## config.mk

```make
export PLATFORM = sky130hd
export DESIGN_NAME = spi_slave_if
export DESIGN_NICKNAME = d
export VERILOG_FILES = /design/src/rtl/spi_slave_if.sv
export SDC_FILE = /design/constraint.sdc
export NUM_CORES = 1
export LEC_CHECK = 0
export CORE_MARGIN = 2
export CORE_UTILIZATION = 40
export CTS_BUF_LIST = sky130_fd_sc_hd__clkbuf_8
export CTS_CLUSTER_DIAMETER = 60
export DETAILED_ROUTE_END_ITERATION = 10
export PLACE_DENSITY_LB_ADDON = 0.15
export SLEW_MARGIN = 20
export SYNTH_ARGS = -nofsm -noshare
export SYNTH_HDL_FRONTEND = slang
export SYNTH_SLANG_ARGS = --single-unit
export TNS_END_PERCENT = 50
```

## constraint.sdc

```tcl
create_clock -name spi_clk -period 2.1 [get_ports spi_clk]
set_input_delay 0.42 -clock spi_clk [delete_from_list [all_inputs] [get_ports spi_clk]]
set_output_delay 0.42 -clock spi_clk [all_outputs]
set_load 0.01 [all_outputs]
```

## src/rtl/spi_slave_if.sv

```systemverilog
// SPI slave front-end: command byte selects R/W and start index, then
// data bytes are written to or read from a register file with auto-increment.
module spi_slave_if (
    input  logic                  spi_clk,
    input  logic                  rst,
    input  logic                  cs_n,
    input  logic                  sdi,
    input  logic [7:0]            read_data,
    output logic                  sdo,
    output logic [7:0]            spi_if_dout,
    output logic [2:0]            spi_if_index,
    output logic                  spi_if_wr_en,
    output logic                  frame_abort
);

    localparam int unsigned DW = 8;
    localparam int unsigned AW = 3;
    localparam int unsigned CW = 3;

    typedef enum logic [1:0] {IDLE, CMD, DATA} state_t;

    state_t        state, state_d;
    logic [CW-1:0] bit_cnt, bit_cnt_d;
    logic [DW-2:0] shreg, shreg_d;
    logic [DW-1:0] dout_d;
    logic [AW-1:0] index_d;
    logic          wr_en_d;
    logic          abort_d;
    logic          rw, rw_d;
    logic [DW-1:0] rd_cap, rd_cap_d;
    logic          hold_off, hold_off_d;

    // State and datapath registers
    always_ff @(posedge spi_clk) begin
        if (rst) begin
            state        <= IDLE;
            bit_cnt      <= '0;
            shreg        <= '0;
            spi_if_dout  <= '0;
            spi_if_index <= '0;
            spi_if_wr_en <= 1'b0;
            frame_abort  <= 1'b0;
            rw           <= 1'b0;
            rd_cap       <= '0;
            hold_off     <= 1'b1;
        end else begin
            state        <= state_d;
            bit_cnt      <= bit_cnt_d;
            shreg        <= shreg_d;
            spi_if_dout  <= dout_d;
            spi_if_index <= index_d;
            spi_if_wr_en <= wr_en_d;
            frame_abort  <= abort_d;
            rw           <= rw_d;
            rd_cap       <= rd_cap_d;
            hold_off     <= hold_off_d;
        end
    end

    // Next-state and next-output logic
    always_comb begin
        state_d    = state;
        bit_cnt_d  = bit_cnt;
        shreg_d    = shreg;
        dout_d     = spi_if_dout;
        index_d    = spi_if_wr_en ? spi_if_index + AW'(1) : spi_if_index;
        wr_en_d    = 1'b0;
        abort_d    = 1'b0;
        rw_d       = rw;
        rd_cap_d   = rd_cap;
        hold_off_d = hold_off;

        if (cs_n) begin
            state_d    = IDLE;
            bit_cnt_d  = '0;
            abort_d    = (bit_cnt != '0);
            hold_off_d = 1'b0;
        end else if (!(state == IDLE && hold_off)) begin
            // A frame cut by reset only restarts after cs_n has been seen high
            bit_cnt_d = bit_cnt + CW'(1);
            shreg_d   = {shreg[DW-3:0], sdi};
            case (state)
                IDLE: state_d = CMD;
                CMD: begin
                    if (bit_cnt == CW'(7)) begin
                        state_d = DATA;
                        index_d = {shreg[1:0], sdi};
                        rw_d    = shreg[DW-2];
                    end
                end
                DATA: begin
                    if (rw) begin
                        if (bit_cnt == CW'(7)) begin
                            dout_d  = {shreg, sdi};
                            wr_en_d = 1'b1;
                        end
                    end else begin
                        if (bit_cnt == '0) rd_cap_d = read_data;
                        if (bit_cnt == CW'(7)) index_d = spi_if_index + AW'(1);
                    end
                end
                default: state_d = IDLE;
            endcase
        end
    end

    // Read serialiser: MSB straight from the register file, rest from the capture
    always_comb begin
        sdo = 1'b0;
        if (state == DATA && !rw) begin
            sdo = (bit_cnt == '0) ? read_data[DW-1] : rd_cap[CW'(7) - bit_cnt];
        end
    end

endmodule

```

== Yosys cells after proc, flatten, opt, wreduce, memory -nomap -nowiden ==
Cells that the tools add are included.

* Register bits after elaboration: 35
* Input bits: 12
* Output and inout port bits: 14
* Word-level logic and storage cells: 50

* Add/sub/neg operators: 3
* Order comparisons: 1
* Equality and inequality tests: 4
* Multiplexer cells: 14
* Bitwise logic cells: 4
* Reduce and logical (&&, ||, !) cells: 14

{| class="wikitable"
|+ Operators with widths
! kind !! count
|-
| $mux 3 || 6
|-
| $reduce_and 5->1 || 2
|-
| $add 3x1->3 const B || 2
|-
| $pmux 2 s3 || 1
|-
| $pmux 3 s2 || 1
|-
| $reduce_or 5->1 || 1
|-
| $lt 3x4->1 const B || 1
|-
| $mux 1 || 4
|-
| $not 1->1 || 4
|-
| $reduce_and 4->1 || 1
|-
| $reduce_or 2->1 || 2
|-
| $bmux 1 s3 || 1
|-
| $eq 3x3->1 const B || 1
|-
| $logic_not 3->1 || 1
|-
| $reduce_and 3->1 || 1
|-
| $reduce_bool 3->1 || 1
|-
| $sub 3x3->3 const A || 1
|-
| $eq 2x1->1 const B || 1
|-
| $eq 2x2->1 const B || 1
|-
| $logic_and 1x1->1 || 2
|-
| $logic_not 2->1 || 1
|-
| $mux 2 || 1
|-
| $ne 2x2->1 const B || 1
|-
| $reduce_and 2->1 || 1
|-
| $logic_not 1->1 || 1
|}

== Longest topological paths before layout ==
Gate-level depths: netlist (run 1).

* Depth after elaboration: 7
* Mapped depth: 7

== Least setup slack after synthesis (run 1) ==
No wires, ideal clock.

* Path type: reg2reg
* Start: register state[0]
* End: register spi_if_dout[0]
* Library setup time: 0.128 ns
* Data arrival time: 1.623 ns
* Data required time: 1.972 ns
* Slack: 0.349 ns
* Cell stages (with the launch flop): 8
* Clock period less this slack: 1.751 ns
* Cell sequence: dfxtp_1 -> inv_1 -> ha_1 -> a21o_1 -> buf_6 -> nor3_4 -> mux2i_1 -> nor2_1

* Longest elaborated chain between the ends: 4

{| class="wikitable"
|+ RTL lines
! what !! RTL line !! RTL
|-
| from (decl) || 22 || <nowiki>state_t state, state_d;</nowiki>
|-
| from (signal assigned) || 47 || <nowiki>state <= state_d;</nowiki>
|-
| $logic_not 2->1 || 78 || <nowiki>end else if (!(state == IDLE && hold_off)) begin</nowiki>
|-
| $logic_and 1x1->1 || 78 ||
|-
| $not 1->1 (no source line) || - ||
|-
| $reduce_and 5->1 (no source line) * || - ||
|-
| to (signal assigned) || 50 || <nowiki>spi_if_dout <= dout_d;</nowiki>
|-
| to (decl) || 10 || <nowiki>output logic [7:0] spi_if_dout,</nowiki>
|}

Every way passes the cells marked *; elsewhere a longest branch is shown, timed or not.
A chain may end at the register's enable or synchronous reset.

== Worst setup path after layout (run 1) ==
* Start: register bit_cnt[0]
* End: output sdo

* Longest elaborated chain between the ends: 5

{| class="wikitable"
|+ RTL lines
! what !! RTL line !! RTL
|-
| from (decl) || 23 || <nowiki>logic [CW-1:0] bit_cnt, bit_cnt_d;</nowiki>
|-
| from (signal assigned) || 48 || <nowiki>bit_cnt <= bit_cnt_d;</nowiki>
|-
| $sub 3x3->3 || 111 || <nowiki>sdo = (bit_cnt == '0) ? read_data[DW-1] : rd_cap[CW'(7) - bit_cnt];</nowiki>
|-
| $bmux 1 s3 || 111 ||
|-
| $mux 1 (not written as such) || 111 ||
|-
| $mux 1 * || 111 ||
|-
| $mux 1 * || 110 || <nowiki>if (state == DATA && !rw) begin</nowiki>
|-
| to (decl) || 9 || <nowiki>output logic sdo,</nowiki>
|}

Every way passes the cells marked *; elsewhere a longest branch is shown, timed or not. The select of a mux whose other input is x is not followed.

==> metrics.md, run 1 <==
| Metric | Value |
|---|---|
| Status | finished, final reports clean |
| Final wirelength | 3.15 mm |
| Ys flop type | dfxtp_1 |
| Core footprint | 3690 um^2 |
| Die height | about 66 um |
| Worst path arrival time | 1.50 ns |
| Worst path required time | 1.68 ns |
| Placement Setup Slack | -0.0370 ns |
| Post-route insts no fill | 255 |
| Reg area | about 700 um^2 |
| Ys async rst share | 0 |
| Die width | 66.2 um |
| PwrDens | 636 nW/um^2 |
| Placement Rows | 22 |
| Vias post-DR | 1272 |
| Crit-path max FO | 5 |
| Clock skew | 0.00458 ns |
| TritonCTS buffer count | 5 |
| Tightest Pin Transition | 0.497 ns |
| Placed cell area | slightly below 2000 um^2 |
| Post-Syn Instances | 169 |
| CP Launch Type | flip-flop |
| WL per Instance | 12.3 um |
| Clock buffer depth | 2 |
| Seq cells post-synth | 35 |
| Initial antenna violation count | 0 |
| # nets final | approximately 230 |
| Starting DRT DRC Count | 58 |
| Vias in the first global route | 1203 |
| Setup Buffers After CTS | 0 |
| Post-synth EDFFs | 0 |
| CTS clk-pin slew, worst paths | 0.07 ns |
| Synth warn | 0 |
| Design area | 2020 um^2 |
| Area occupied by multi-input gates | 803 um^2 |
| Grt total ovfl | 0 |
| Min-delay worst type | flip-flop to flip-flop |
| Root buf cell | clkbuf_8 |
| PortBufs | 25 |
| H-tree depth | 2 |
| Syn_area_per_cell | 9.16 um^2 |
| Pin count of the biggest net entering global routing | 16 |
| Final setup margin | between 0.15 and 0.2 ns |
| Max-cap violations | 0 |
| Inserted Diodes | 0 |
| Placed insts | 248 |
| CTS tree | built |
| Max Freq | between 500 and 600 MHz |
| P_leak | a little over 0.8 nW |
| WS Path Type | flip-flop to output port |
| Vias per cell | 4.99 |
| Full die area | 4380 um^2 |
| Synthesized area | roughly 1500 um^2 |
| Peak VDD IR | 357 uV |
| TritonRoute pass-1 iters | 4 |
| Post-DP HPWL | about 2.3 mm |
| Setup TNS | 0 ns |
| GRT Util Overall | 0.168 |
| Syn-to-layout area delta | 30.4% |
| Filler instances | around 360 |
| Fin util | 0.547 |
| Fraction of layout cells with a size suffix above 1 | 0.135 |
| Clk_lat worst skew | ~0.29 ns |
| Cell variety after synth | 26 |
| Crit. End Element | output port |
| Final hold slack | 0.469 ns |
| Period utilisation layout | 0.915 |
| First-pass GRT wire length | around 5.5 mm |
| Clock period minus worst slack | 1.92 ns |
| Design Power | 1.28 mW |
| Pins Over Slew Limit | 0 |
| GP Congestion | 0.821 |
| Seq/Total Area, Yosys | 0.453 |
| RSZ-0062 raised after global routing | no |
| Initial core utilization | 0.420 |
| Final hold violation count | 0 |
| Final setup violating endpoints | 0 |
| DRC viols | 0 |
| Mapped Nets | around 190 |
| Slew HR | 0.669 |
| # IOs | 26 |
| Post-route ant nets | 0 |
| Clk sinks | 35 |
## flip-flops by register name, indices dropped and copies added (netlist names), 2 cells and up
signal	flops
rd_cap	8
spi_if_dout	8
shreg	7
bit_cnt	3
spi_if_index	3
state	2
## what timing repair did
item                       CTS  global route
hold endpoints to repair     0             0
pin swaps                    0             1
hold buffers                 0             0
gates resized for setup      2             5
setup endpoints to repair    1             1
## per-layer routing
metal,track usage,part of all wire,vias to the layer above
met5,0,0,-
met4,0.0918,0.023,0
met3,0.0460,0.043,6
met2,0.248,0.43,24
met1,0.220,0.50,594
li1,-,-,648
## power by group
group	internal (mW)	switching, mW	leakage (nW)
Clock	0.257	0.238	0.0470
Sequential	0.670	0.00763	0.283
Combinational	0.0566	0.0541	0.481
Total	0.984	0.300	0.811
## worst max-delay path, stage by stage, from the launching register on
cell and delay (ns):
dfxtp_4 0.37, inv_1 0.05, ha_1 0.20, nor2b_2 0.17
a32oi_1 0.18, a31oi_1 0.11, clkbuf_2 0.13
## Yosys cell counts (2+ instances only)
cell type	count	area, um^2
a21o_1	2	15.0
a21oi_1	12	60.1
clkbuf_1	4	15.0
dfxtp_1	35	701
ha_1	8	100
inv_1	6	22.5
mux2_2	3	33.8
mux2i_1	19	190
nand2_1	27	101
nand3_1	5	25.0
nand4_1	3	18.8
nor2_1	25	93.8
nor2b_1	2	12.5
o21ai_0	3	15.0
xnor2_1	4	35.0
## worst paths after layout
check	from	endpoint	slack, ns	depth (start not counted)
min reg2reg	shreg[4]	shreg[5]	0.47	2
max reg2reg	bit_cnt[0]	state[1]	0.24	7
min	shreg[4]	shreg[5]	0.47	2
max	bit_cnt[0]	sdo	0.18	6
## cell usage in the layout (no fill, tap or decap)
master	instances
or2_2	1
nand3_1	5
nor3_1	1
mux2_2	3
nand2_1	27
o21ai_0	3
nor2b_2	1
inv_1	6
clkdlybuf4s50_1	24
clkbuf_2	1
nor2_2	1
a32oi_1	1
nand4_1	3
a22o_1	1
mux2i_1	19
o2111ai_1	1
nor2b_1	1
a21o_1	2
buf_12	1
clkbuf_8	6
mux4_2	1
buf_4	10
ha_1	8
nand2b_1	1
nor2_1	24
dfxtp_4	1
dfxtp_1	34
a31oi_1	1
a21oi_1	12
nor3_4	1
a221oi_1	1
xnor2_1	4
clkinv_2	1
## layout make-up
cell class	count	share of cell area
clock inverters	1	0.00248
well taps	48	0.0298
clock buffers	6	0.0409
repair buffers	36	0.169
inverters	6	0.0112
flip-flops and latches	35	0.349
multi-input cells	123	0.398
## kinds of logic (layout without fill, tap and decap cells)
kind of cell,after synthesis,count (layout),synth area share
simple gates,66,66,0.184
compound gates,22,22,0.0849
xor+xnor,4,4,0.0226
buf+inv,11,49,0.0315
flops,35,35,0.453
fa+ha+maj,8,8,0.0647
mux,23,23,0.159
(Power assumes the default switching activity.)
==> run 2, diff against run 1 <==
- CORE_MARGIN: 2 -> default
- PLACE_DENSITY_LB_ADDON: 0.15 -> default
==> metrics.md, run 2 (same netlist as run 1, synthesis figures left out) <==
| Metric | Value |
|---|---|
| Crit-path max FO | 5 (unchanged) |
| Min-delay worst type | flip-flop to flip-flop |
| Inserted Diodes | 0 (unchanged) |
| Vias in the first global route | 1211 (+0.67%) |
| Status | finished, final reports clean |
| Final hold slack | 0.470 ns (+0.00115 ns) |
| Final wirelength | 3.12 mm (-0.99%) |
| # nets final | 227 (unchanged) |
| Crit-path slowest cell | dfxtp_4 |
| Biggest regs | rd_cap x8, spi_if_dout x8, shreg x7 |
| Setup TNS | 0 ns (unchanged) |
| Design Power | 1.31 mW (+1.9%) |
| Fraction of layout cells with a size suffix above 1 | 0.125 (-0.0103) |
| Clock period minus worst slack | 1.99 ns (+0.0700 ns) |
| Clock buffer depth | 2 (unchanged) |
| Period utilisation layout | 0.948 (+0.0333) |
| Crit path cell chain | inv_1 -> ha_1 -> nor2b_1 -> a32oi_1 -> a31oi_1 -> clkdlybuf4s15_1 |
| Clk sinks | 35 (unchanged) |
| Worst path arrival time | 1.57 ns (+0.07 ns) |
| WS Path Type | flip-flop to output port |
| Hold buffers post-CTS | 0 (unchanged) |
| PwrDens | 639 nW/um^2 (+0.53%) |
| Root buf cell | clkbuf_8 |
| GRT Util Overall | 0.174 (+0.00617) |
| Most common cell after layout, fill and taps aside | dfxtp_1 |
| H-tree depth | 2 (unchanged) |
| DRC viols | 0 (unchanged) |
| CP Launch Type | flip-flop |
| Tightest Pin Transition | 0.466 ns (-0.0305 ns) |
| CP max stage delay | 0.37 ns (about the same) |
| Grt total ovfl | 0 (unchanged) |
| Syn-to-layout area delta | 32.2% |
| PortBufs | 25 (unchanged) |
| Slew HR | 0.689 (+0.0203) |
| Core footprint | 3690 um^2 (unchanged) |
| Clk_lat worst skew | 0.28 ns (about the same) |
| Final hold violation count | 0 (unchanged) |
| RSZ-0062 raised after global routing | no |
| CTS clk-pin slew, worst paths | 0.06 ns (about the same) |
| Max-cap violations | 0 (unchanged) |
| Final setup violating endpoints | 0 (unchanged) |
| Post-DP HPWL | 2.24 mm (-2.6%) |
| Clock skew | 0.00332 ns (-0.00126 ns) |
| Initial antenna violation count | 0 (unchanged) |
| Starting DRT DRC Count | 43 (-26%) |
| Max Freq | 502 MHz (-3.5%) |
| Pin count of the biggest net entering global routing | 15 (-1) |
| P_leak | 0.820 nW (+1.1%) |
| Pins Over Slew Limit | 0 (unchanged) |
| CTS tree | built |
| # IOs | 26 (unchanged) |
| Peak VDD IR | 475 uV (+33%) |
| Placement Rows | 22 (unchanged) |
| Post-route ant nets | 0 (unchanged) |
| Initial core utilization | 0.420 (unchanged) |
| First-pass GRT wire length | 5.46 mm (-0.89%) |
| Full die area | 4120 um^2 (-6.0%) |
| Die width | 64.2 um (-3.0%) |
| Most frequent cells in the layout | 34 x dfxtp_1, 27 x nand2_1, 24 x nor2_1, 24 x clkdlybuf4s50_1, 19 x mux2i_1 |
| Vias per cell | 4.80 (-3.8%) |
| TritonRoute pass-1 iters | 4 (unchanged) |
| Crit. End Element | output port |
| TritonCTS buffer count | 5 (unchanged) |
| GP Congestion | 0.833 (+1.5%) |
| Vias post-DR | 1229 (-3.4%) |
| Die height | 64.2 um (-3.0%) |
| Worst path required time | 1.68 ns (about the same) |
| WL per Instance | 12.2 um (-1.4%) |
## run 2: critical path, delay by kind of cell, from the launching register on
family	cells	cell delay [ns]
buffers and inverters	2	0.28
flip-flops	1	0.37
adder cells (fa/ha/maj)	1	0.21
AND/OR/NAND/NOR	1	0.15
AO/OA/AOI/OAI	2	0.28
## run 2: worst paths after layout
check / slack, ns / depth (start not counted) / endpoint / startpoint
setup / recovery: 0.11 / 6 / sdo / bit_cnt[0]
hold / removal: 0.47 / 2 / shreg[5] / shreg[4]
setup reg to reg: 0.28 / 7 / state[0] / bit_cnt[0]
hold reg to reg: 0.47 / 2 / shreg[5] / shreg[4]
## run 2: area by class of cell
class	count	area (um^2)
Tap cell	48	60.1
Multi-Input combinational cell	123	801
Fill cell	354	1640
Inverter	6	22.5
Sequential cell	35	704
Clock inverter	1	3.75
Timing Repair Buffer	36	358
Clock buffer	7	96.3
## run 2: per-layer routing
layer / part of all wire / GRT usage / wire (um)
met2: 0.45 / 0.273 / 1410
met4: 0.0055 / 0.0611 / 17
met5: 0 / 0 / 0
met1: 0.50 / 0.220 / 1550
met3: 0.046 / 0.0625 / 142
## run 2: per-stage QoR
| stage | worst slack (ns) | utilization | cell area [um^2] | cells |
|---|---|---|---|---|
| CTS | 0.0431 | 0.551 | 2030 | 255 |
| finish | 0.109 | 0.555 | 2050 | 256 |
| global placement | 0.00800 | 0.524 | 1930 | 247 |
| global route | 0.00322 | 0.555 | 2050 | 256 |
| floorplan | 0.349 | - | 1550 | 169 |
| detailed placement | -0.0142 | 0.524 | 1930 | 247 |
## run 2: where the power goes
part | switching (mW) | internal, mW | total (mW)
combinational | 0.0562 | 0.0576 | 0.114
sequential | 0.00751 | 0.671 | 0.678
clock | 0.222 | 0.294 | 0.516
total | 0.286 | 1.02 | 1.31
## run 2: repair_timing
action,4_1_cts,5_1_grt
pin swaps,0,1
hold endpoints to repair,0,0
setup buffers,0,1
endpoints found under the setup margin,1,1
gates resized for setup,2,3
